===== src/rtl/mbist_march_subsystem.sv =====
// MBIST subsystem: CPU/test memory mux plus a MATS+ / March C- engine with pipelined compare.
// Optional feature: define MBIST_STOP_ON_FAIL_EN to end a run on the first retired mismatch.
module mbist_march_subsystem #(
    parameter int ADDR   = 4,
    parameter int DATA   = 8,
    parameter int RD_LAT = 1,
    parameter int FCNT_W = 8
) (
    input  logic              clk,
    input  logic              rst,
    input  logic              test_mode,
    input  logic              start,
    input  logic              alg_sel,
    input  logic [DATA-1:0]   bg_pattern,
    input  logic              cpu_rd,
    input  logic              cpu_wr,
    input  logic [ADDR-1:0]   cpu_addr,
    input  logic [DATA-1:0]   cpu_din,
    output logic [DATA-1:0]   cpu_dout,
    output logic              mem_rd,
    output logic              mem_wr,
    output logic [ADDR-1:0]   mem_addr,
    output logic [DATA-1:0]   mem_din,
    input  logic [DATA-1:0]   mem_dout,
    output logic              busy,
    output logic              done,
    output logic              fail,
    output logic [ADDR-1:0]   fail_addr,
    output logic [DATA-1:0]   fail_data,
    output logic [FCNT_W-1:0] fail_cnt
);

    typedef enum logic [1:0] {IDLE, RUN, DRAIN, DONE} state_t;

    function automatic logic is_down(input logic alg, input logic [2:0] e);
        return alg ? (e == 3'd3 || e == 3'd4) : (e == 3'd2);
    endfunction

    function automatic logic is_last(input logic alg, input logic [2:0] e);
        return alg ? (e == 3'd5) : (e == 3'd2);
    endfunction

    function automatic logic is_pair(input logic alg, input logic [2:0] e);
        return (e != 3'd0) && !(alg && e == 3'd5);
    endfunction

    state_t              state_q;
    logic                alg_q;
    logic [DATA-1:0]     bg_q;
    logic [2:0]          elem_q;
    logic                op_q;
    logic [ADDR-1:0]     addr_q;
    logic                eng_rd_q, eng_wr_q;
    logic [ADDR-1:0]     eng_addr_q;
    logic [DATA-1:0]     eng_din_q;
    logic [2:0]          drain_q;
    logic                busy_q, done_q, fail_q;
    logic [ADDR-1:0]     fail_addr_q;
    logic [DATA-1:0]     fail_data_q;
    logic [FCNT_W-1:0]   fail_cnt_q;

    logic [RD_LAT-1:0]   pv_q;
    logic [ADDR-1:0]     pa_q [RD_LAT];
    logic [DATA-1:0]     pe_q [RD_LAT];

    logic                cur_down, at_end, last_op;
    logic [2:0]          elem_d;
    logic                op_d;
    logic [ADDR-1:0]     addr_d;
    logic                launch, active, abort, miss, stop;
    logic [DATA-1:0]     p_bg;
    logic [2:0]          p_elem;
    logic                p_op, p_wr, p_v;
    logic [ADDR-1:0]     p_addr;
    logic [DATA-1:0]     p_data;

    assign launch = (state_q == IDLE || state_q == DONE) && test_mode && start;
    assign active = (state_q == RUN) || (state_q == DRAIN);
    assign abort  = active && !test_mode;
    assign miss   = active && test_mode && pv_q[RD_LAT-1]
                    && (mem_dout != pe_q[RD_LAT-1]);

`ifdef MBIST_STOP_ON_FAIL_EN
    assign stop = miss;
`else
    assign stop = 1'b0;
`endif

    always_comb begin
        cur_down = is_down(alg_q, elem_q);
        at_end   = cur_down ? (addr_q == '0) : (addr_q == '1);
        elem_d   = elem_q;
        op_d     = 1'b0;
        addr_d   = addr_q;
        last_op  = 1'b0;
        if (!op_q && is_pair(alg_q, elem_q)) begin
            op_d = 1'b1;
        end else if (!at_end) begin
            addr_d = cur_down ? addr_q - ADDR'(1) : addr_q + ADDR'(1);
        end else if (is_last(alg_q, elem_q)) begin
            last_op = 1'b1;
        end else begin
            elem_d = elem_q + 3'd1;
            addr_d = is_down(alg_q, elem_q + 3'd1) ? '1 : '0;
        end
    end

    // Elements after the first are (r x, w ~x) or a lone r x, with x = 1 on even elements.
    always_comb begin
        if (launch) begin
            p_bg   = bg_pattern;
            p_elem = 3'd0;
            p_op   = 1'b0;
            p_addr = '0;
        end else begin
            p_bg   = bg_q;
            p_elem = elem_d;
            p_op   = op_d;
            p_addr = addr_d;
        end
        p_wr   = (p_elem == 3'd0) || p_op;
        p_v    = (p_elem != 3'd0) && (p_op ? p_elem[0] : !p_elem[0]);
        p_data = p_v ? ~p_bg : p_bg;
    end

    always_ff @(posedge clk or posedge rst) begin
        if (rst) begin
            state_q     <= IDLE;
            alg_q       <= 1'b0;
            bg_q        <= '0;
            elem_q      <= '0;
            op_q        <= 1'b0;
            addr_q      <= '0;
            eng_rd_q    <= 1'b0;
            eng_wr_q    <= 1'b0;
            eng_addr_q  <= '0;
            eng_din_q   <= '0;
            drain_q     <= '0;
            busy_q      <= 1'b0;
            done_q      <= 1'b0;
            fail_q      <= 1'b0;
            fail_addr_q <= '0;
            fail_data_q <= '0;
            fail_cnt_q  <= '0;
        end else begin
            if (miss) begin
                if (fail_cnt_q != '1) fail_cnt_q <= fail_cnt_q + FCNT_W'(1);
                if (!fail_q) begin
                    fail_q      <= 1'b1;
                    fail_addr_q <= pa_q[RD_LAT-1];
                    fail_data_q <= mem_dout ^ pe_q[RD_LAT-1];
                end
            end
            case (state_q)
                IDLE, DONE: begin
                    if (launch) begin
                        state_q     <= RUN;
                        busy_q      <= 1'b1;
                        done_q      <= 1'b0;
                        alg_q       <= alg_sel;
                        bg_q        <= bg_pattern;
                        fail_q      <= 1'b0;
                        fail_addr_q <= '0;
                        fail_data_q <= '0;
                        fail_cnt_q  <= '0;
                        elem_q      <= p_elem;
                        op_q        <= p_op;
                        addr_q      <= p_addr;
                        eng_rd_q    <= !p_wr;
                        eng_wr_q    <= p_wr;
                        eng_addr_q  <= p_addr;
                        eng_din_q   <= p_data;
                    end else if (!test_mode) begin
                        state_q <= IDLE;
                        done_q  <= 1'b0;
                    end
                end
                RUN, DRAIN: begin
                    if (abort) begin
                        state_q  <= IDLE;
                        busy_q   <= 1'b0;
                        done_q   <= 1'b0;
                        eng_rd_q <= 1'b0;
                        eng_wr_q <= 1'b0;
                    end else if (stop || (state_q == DRAIN && drain_q == 3'd0)) begin
                        state_q  <= DONE;
                        busy_q   <= 1'b0;
                        done_q   <= 1'b1;
                        eng_rd_q <= 1'b0;
                        eng_wr_q <= 1'b0;
                    end else if (state_q == DRAIN) begin
                        drain_q <= drain_q - 3'd1;
                    end else if (last_op) begin
                        state_q  <= DRAIN;
                        drain_q  <= 3'(RD_LAT - 1);
                        eng_rd_q <= 1'b0;
                        eng_wr_q <= 1'b0;
                    end else begin
                        elem_q     <= p_elem;
                        op_q       <= p_op;
                        addr_q     <= p_addr;
                        eng_rd_q   <= !p_wr;
                        eng_wr_q   <= p_wr;
                        eng_addr_q <= p_addr;
                        eng_din_q  <= p_data;
                    end
                end
                default: state_q <= IDLE;
            endcase
        end
    end

    always_ff @(posedge clk or posedge rst) begin
        if (rst) begin
            pv_q <= '0;
        end else if (abort || stop) begin
            pv_q <= '0;
        end else begin
            pv_q[0] <= eng_rd_q;
            for (int i = 1; i < RD_LAT; i++) pv_q[i] <= pv_q[i-1];
        end
    end

    always_ff @(posedge clk) begin
        pa_q[0] <= eng_addr_q;
        pe_q[0] <= eng_din_q;
        for (int i = 1; i < RD_LAT; i++) begin
            pa_q[i] <= pa_q[i-1];
            pe_q[i] <= pe_q[i-1];
        end
    end

    assign mem_rd    = test_mode ? eng_rd_q   : cpu_rd;
    assign mem_wr    = test_mode ? eng_wr_q   : cpu_wr;
    assign mem_addr  = test_mode ? eng_addr_q : cpu_addr;
    assign mem_din   = test_mode ? eng_din_q  : cpu_din;
    assign cpu_dout  = mem_dout;
    assign busy      = busy_q;
    assign done      = done_q;
    assign fail      = fail_q;
    assign fail_addr = fail_addr_q;
    assign fail_data = fail_data_q;
    assign fail_cnt  = fail_cnt_q;

endmodule


===== config.mk =====
export PLATFORM = sky130hd
export DESIGN_NAME = mbist_march_subsystem
export DESIGN_NICKNAME = d
export VERILOG_FILES = /design/src/rtl/mbist_march_subsystem.sv
export SDC_FILE = /design/constraint.sdc
export NUM_CORES = 1
export LEC_CHECK = 0
export ABC_AREA = 1
export CAP_MARGIN = 20
export CELL_PAD_IN_SITES_DETAIL_PLACEMENT = 0
export CELL_PAD_IN_SITES_GLOBAL_PLACEMENT = 1
export CORE_MARGIN = 2
export CORE_UTILIZATION = 38
export DETAILED_ROUTE_END_ITERATION = 10
export PLACE_DENSITY = 0.93
export SKIP_CTS_REPAIR_TIMING = 1
export SYNTH_ARGS = -nofsm -noshare
export SYNTH_HDL_FRONTEND = slang
export SYNTH_SLANG_ARGS = --single-unit

===== constraint.sdc =====
create_clock -name clk -period 2.95 [get_ports clk]
set_clock_uncertainty 0.2 [all_clocks]
set_input_delay 0.4425 -clock clk [delete_from_list [all_inputs] [get_ports clk]]
set_output_delay 0.4425 -clock clk [all_outputs]
set_load 0.01 [all_outputs]

# Word-level counts from Yosys, hierarchy flattened
# Memories as Yosys holds them, arrays and structs flattened.
# Index checks and enable logic that the tools add are counted.
[word_totals] ff_bits=56 mem_bits_rw=12 out_inout_bits=45 elab_cells=183 n_memories=2
[mem_list] memory="pe_q" depth=1 width=8 rd=1 rd_clocked_by_memory_dff=0 write_ports=1 line_no="64" rtl="logic [DATA-1:0] pe_q [RD_LAT];"
[mem_list] memory="pa_q" depth=1 width=4 rd=1 rd_clocked_by_memory_dff=0 write_ports=1 line_no="63" rtl="logic [ADDR-1:0] pa_q [RD_LAT];"
[op_classes] n_addsub=5 n_eq_ne=22 muxes=96 bitwise_logic=4 n_reduce_logical=37
[ops] op="2-to-1 mux 8 bit" n=16
[ops] op="2-to-1 mux 4 bit" n=16
[ops] op="2-to-1 mux 1 bit" n=38
[ops] op="2-to-1 mux 3 bit" n=11
[ops] op="case mux 8 bit (2 select lines)" n=1
[ops] op="equality test 3 x 2 -> 1 bit, second input constant" n=4
[ops] op="2-to-1 mux 2 bit" n=6
[ops] op="logical AND 1 bit" n=11
[ops] op="!= test 2 bit, second input constant" n=5
[ops] op="case mux 1 bit (2 select lines)" n=5
[ops] op="equality test 3 bit, second input constant" n=3
[ops] op="adder 8 x 1 -> 8 bit, second input constant" n=1
[ops] op="!= test 4 bit, second input constant" n=2
[ops] op="!= test 8 bit" n=1
[ops] op="!= test 8 bit, second input constant" n=1
[ops] op="NOT 8 bit" n=1
[ops] op="case mux 4 bit (2 select lines)" n=1
[ops] op="AND reduction 2 bit" n=4
[ops] op="bitwise XOR 8 bit" n=1
[ops] op="zero test 3 bit" n=2
[ops] op="!= test 3 bit, second input constant" n=2
[ops] op="case mux 3 bit (2 select lines)" n=1
[ops] op="nonzero test 3 bit" n=2
[ops] op="zero test 1 bit" n=5
[ops] op="17 further kinds" n=24

# Longest topological paths before layout
# Gate-level depths: netlist (run 1).
[depth] ltp_word=16 mapped_depth=17 mapped_depth_nobuf=17

# Least setup slack after synthesis (run 1)
# No wires, ideal clock.
[synth_path] path_kind="reg-to-reg" start="register elem_q[0]" end="register eng_addr_q[3]" setup_time_ns=0.123 arrival_ns=2.055 setup_slack_ns=0.572 path_stages_with_launch=15 synth_period_minus_slack_ns=2.378 cell_sequence="dfrtp_1 inv_1 ha_1 inv_1 nand2_1 nand3_2 nand2_2 ha_1 a21oi_1 nand2_1 xor2_1 xor2_1 a21oi_1 nand2_1 o21ai_1"
[synth_between] elab_chain_len=14 word_cells_on_any_way=36
[synth_rtl] element="start, declared" line_no="50" rtl="logic [2:0] elem_q;"
[synth_rtl] element="start signal, assigned" line_no="166" rtl="elem_q <= p_elem;"
[synth_rtl] element="start signal, assigned" line_no="199" rtl="elem_q <= p_elem;"
[synth_rtl] element="adder 3 x 1 -> 3 bit" line_no="104" rtl="addr_d = is_down(alg_q, elem_q + 3'd1) ? '1 : '0;"
[synth_rtl] element="equality test 3 x 2 -> 1 bit / equality test 3 bit (equally long branches)" line_no="36" rtl="return alg ? (e == 3'd3 || e == 3'd4) : (e == 3'd2);"
[synth_rtl] element="logical OR 1 bit" line_no="36"
[synth_rtl] element="2-to-1 mux 1 bit" line_no="36"
[synth_rtl] element="2-to-1 mux 4 bit" line_no="104"
[synth_rtl] element="2-to-1 mux 4 bit" line_no="100" rtl="end else if (is_last(alg_q, elem_q)) begin"
[synth_rtl] element="2-to-1 mux 4 bit" line_no="98" rtl="end else if (!at_end) begin"
[synth_rtl] element="2-to-1 mux 4 bit" line_no="96" rtl="if (!op_q && is_pair(alg_q, elem_q)) begin"
[synth_rtl] element="2-to-1 mux 4 bit" line_no="110" rtl="if (launch) begin"
[synth_rtl] element="2-to-1 mux 4 bit" line_no="193" rtl="end else if (last_op) begin"
[synth_rtl] element="2-to-1 mux 4 bit" line_no="191" rtl="end else if (state_q == DRAIN) begin"
[synth_rtl] element="2-to-1 mux 4 bit" line_no="185" rtl="end else if (stop || (state_q == DRAIN && drain_q == 3'd0)) begin"
[synth_rtl] element="2-to-1 mux 4 bit" line_no="179" rtl="if (abort) begin"
[synth_rtl] element="case mux 4 bit (2 select lines)" line_no="154" rtl="case (state_q)"
[synth_rtl] element="end signal, assigned" line_no="171" rtl="eng_addr_q <= p_addr;"
[synth_rtl] element="end signal, assigned" line_no="204" rtl="eng_addr_q <= p_addr;"
[synth_rtl] element="end, declared" line_no="54" rtl="logic [ADDR-1:0] eng_addr_q;"
# Parallel ways exist; a longest one is shown, timed or not. The select of a mux whose other input is x is not followed.
# A chain may end at the register's enable or synchronous reset.

# Worst setup path after layout (run 1)
# Same ends and word-level chain as after synthesis.

==> flow_metrics.tcl, run 1 <==
set metrics [dict create \
    outcome "finished clean" \
    syn_inst 461 \
    hold_class "reg -> reg" \
    die_x_um 104 \
    insertion_delay_ns 0.33 \
    gp_congestion 0.871 \
    synth_cell_types 40 \
    total_power_mw 4.70 \
    finalHoldViolations 0 \
    grt_start_max_net_pins 57 \
    min_period_over_period_pct 88.9 \
    ys.flop_type "dfrtp_1" \
    drtIter0Drc 158 \
    drtAntennaViolNets 0 \
    n_antenna_cell 0 \
    synth_edf_count 0 \
    finish.utilization_pct 50.0 \
    numPlacedInstances 661 \
    setup_slack_ns 0.329 \
    num_vias 3179 \
    leakage_nw 2.28 \
    cts.reportedPaths.clkPinSlew_ns 0.08 \
    synth-adder-area-share_pct 4.17 \
    antenna_found_initial 0 \
    synth-compound-area-share_pct 10.0 \
    r2r_slack_ns 0.33 \
    io_buffers 79 \
    drcViolationCount 0 \
    max-cap-violations 0 \
    gr-total-overflow 0 \
    tns_ns 0 \
    critPathMaxFanout 6 \
    cp.arrival_ns 2.63 \
    placed_cell_area_um2 4670 \
    hold_ws_ns 0.202 \
    slew_headroom_pct 52.2 \
    crit_required_ns 2.96 \
    timing.fmax_mhz 381 \
    power_density_nw_per_um2 965 \
    syn2layout_area_growth_pct 28.8 \
    muxShareOfSynthArea_pct 0 \
    root_buffer "clkbuf_8" \
    setup_viol 0 \
    dp_worst_setup_slack_ns 0.238 \
    fin_nets 586 \
    dp.final_hpwl_mm 6.35 \
    routedWlPerCell_um 12.5 \
    cts_made_buffers 9 \
    synth_seq_cells 68 \
    routed_wirelength_mm 8.46 \
    endpoint_kind "flip-flop" \
    grt_pass1_vias 3184 \
    async_reset_ff_share_pct 82.4 \
    synth_nets 508 \
    dieHeight_um 104 \
    io_pins 80 \
    yosys.area_share.simple_pct 30.8 \
    synth_xor_area_share_pct 3.01 \
    grt_pass1_wl_mm 14.9 \
    rows 36 \
    syn_avg_cell_area_um2 8.19 \
    syn_area_um2 3780 \
    start_kind "flip-flop" \
    avgViaCountPerCell 4.70 \
    firstDrtPassIters 4 \
    postLayoutCellArea_um2 4870 \
    drive_gt1_share_pct 13.4 \
    start_util_pct 38.8 \
    cts_tree "done" \
    multi_input_area_um2 1810 \
    tightest_slew_ns 0.717 \
    synth_top_family_by_area "simple AND/OR/NAND/NOR gates" \
    cts.sinks 68 \
    clock_path_buffers 2 \
    coreArea_um2 9730 \
    yosys_warnings 0 \
    min_period_ns 2.62 \
    nFillCells 944 \
    vdd_drop_max_uv 313 \
    slew_violations 0 \
    htreeDepth 3 \
    ff_latch_area_um2 1640 \
    rsz0062_at_grt "false" \
    fin_cells 677 \
    crit_type "reg -> reg" \
    grtUsageTotal_pct 16.7 \
    die-area_um2 10800 \
    ys_seq_area_share_pct 43.5 \
]
==> cells in the mapped netlist, types with 4 or more instances <==
library cell	n	share of area, %
a21oi_1	8	1.1
buf_4	9	1.8
clkbuf_1	6	0.60
dfrtp_1	56	37
dfxtp_1	12	6.4
ha_1	11	3.6
inv_1	47	4.7
inv_2	7	0.70
nand2_1	106	11
nand2_2	6	0.99
nand2_4	4	1.2
nand3_1	30	4.0
nand3_2	6	1.6
nor2_1	37	3.7
nor3_1	13	1.7
nor3b_1	8	1.6
o21ai_0	22	2.9
o21ai_1	8	1.1
o21ai_2	7	1.6
o21bai_1	8	1.6
or2_2	9	1.5
xor2_1	13	3.0
==> where the power goes <==
group	switching (mW)	leakage [nW]	internal, mW
sequential	0.255	0.805	1.33
clock	0.363	0.0927	0.391
combinational	1.36	1.38	0.998
total	1.97	2.28	2.72
==> critical path, stage by stage, from the launching register on <==
cell and delay, ns:
dfrtp_1 0.46, inv_1 0.12, ha_1 0.26, inv_1 0.06
nand2_1 0.07, nand3_2 0.13, nand2_2 0.11, ha_1 0.34
a21oi_1 0.16, nand2_1 0.07, xor2_1 0.17, xor2_1 0.16
a21oi_1 0.08, nand2_1 0.06, o21ai_1 0.05
==> registers in the layout (all words and copies together) (netlist names), 3 cells and up <==
| register | flops |
|---|---|
| bg_q | 8 |
| eng_din_q | 8 |
| fail_cnt | 8 |
| fail_data | 8 |
| pe_q | 8 |
| eng_addr_q | 4 |
| fail_addr | 4 |
| pa_q | 4 |
| drain_q | 3 |
| elem_q | 3 |
==> layer usage <==
metal | wire length, um | vias up | global-route usage [%]
met1 | 3880 | 1488 | 21.1
met5 | 0 | - | 0
met4 | 79 | 0 | 5.31
li1 | - | 1634 | -
met2 | 4200 | 51 | 28.9
met3 | 312 | 6 | 3.02
==> worst paths after layout <==
check,from,end,cells after the start
worst max-delay path,elem_q[0],eng_addr_q[3],14
worst min register to register,eng_din_q[3],pe_q[0][3],0
max in group asynchronous,rst,elem_q[2],3
worst min-delay path,eng_din_q[3],pe_q[0][3],0
min in group asynchronous,rst,fail_cnt[2],3
worst max register to register,elem_q[0],eng_addr_q[3],14
==> cell usage in the layout (no fill, tap or decap), types with 2 or more instances in the layout <==
cell,netlist,final
dfxtp_1,12,12
nand3_1,30,30
o21bai_1,8,8
nor2_1,37,37
o21ai_2,7,7
o22ai_1,3,3
nor4_1,2,2
buf_4,9,8
or2_2,9,9
inv_1,47,46
nand3_2,6,6
nor2_2,2,2
dfrtp_1,56,56
nand4_1,2,2
o211ai_1,2,2
a21oi_1,8,8
nand2_1,106,106
o21ai_0,22,22
o21ai_1,8,8
clkbuf_8,0,9
ha_1,11,11
nor3_1,13,13
clkdlybuf4s50_1,0,79
nand2_4,4,4
inv_2,7,8
clkinvlp_4,0,2
clkinv_2,0,2
xor2_1,13,13
nor3b_1,8,8
nand2_2,6,6
nand3_4,3,3
==> kinds of logic (layout without fill, tap and decap cells) <==
family | count (synthesis) | after routing
AND/OR/NAND/NOR | 233 | 233
buffers and inverters | 74 | 157
adder cells (fa/ha/maj) | 12 | 12
XOR/XNOR | 13 | 13
AO/OA/AOI/OAI | 61 | 61
flip-flops | 68 | 68
==> cell type report <==
| class | instances | area share (%) |
|---|---|---|
| clock inverter | 6 | 1.31 |
| inverter | 54 | 4.17 |
| sequential | 68 | 33.7 |
| multi-input combinational | 319 | 37.3 |
| timing repair buffer | 87 | 17.5 |
| clock buffer | 10 | 2.62 |
| tap | 133 | 3.42 |
(Power assumes the default switching activity.)
==> inputs of run 2 (changes only) <==
- TNS_END_PERCENT: not set -> 100
==> results of run 2 <==
Final layout, timing and power as in run 1 (identical DEF).
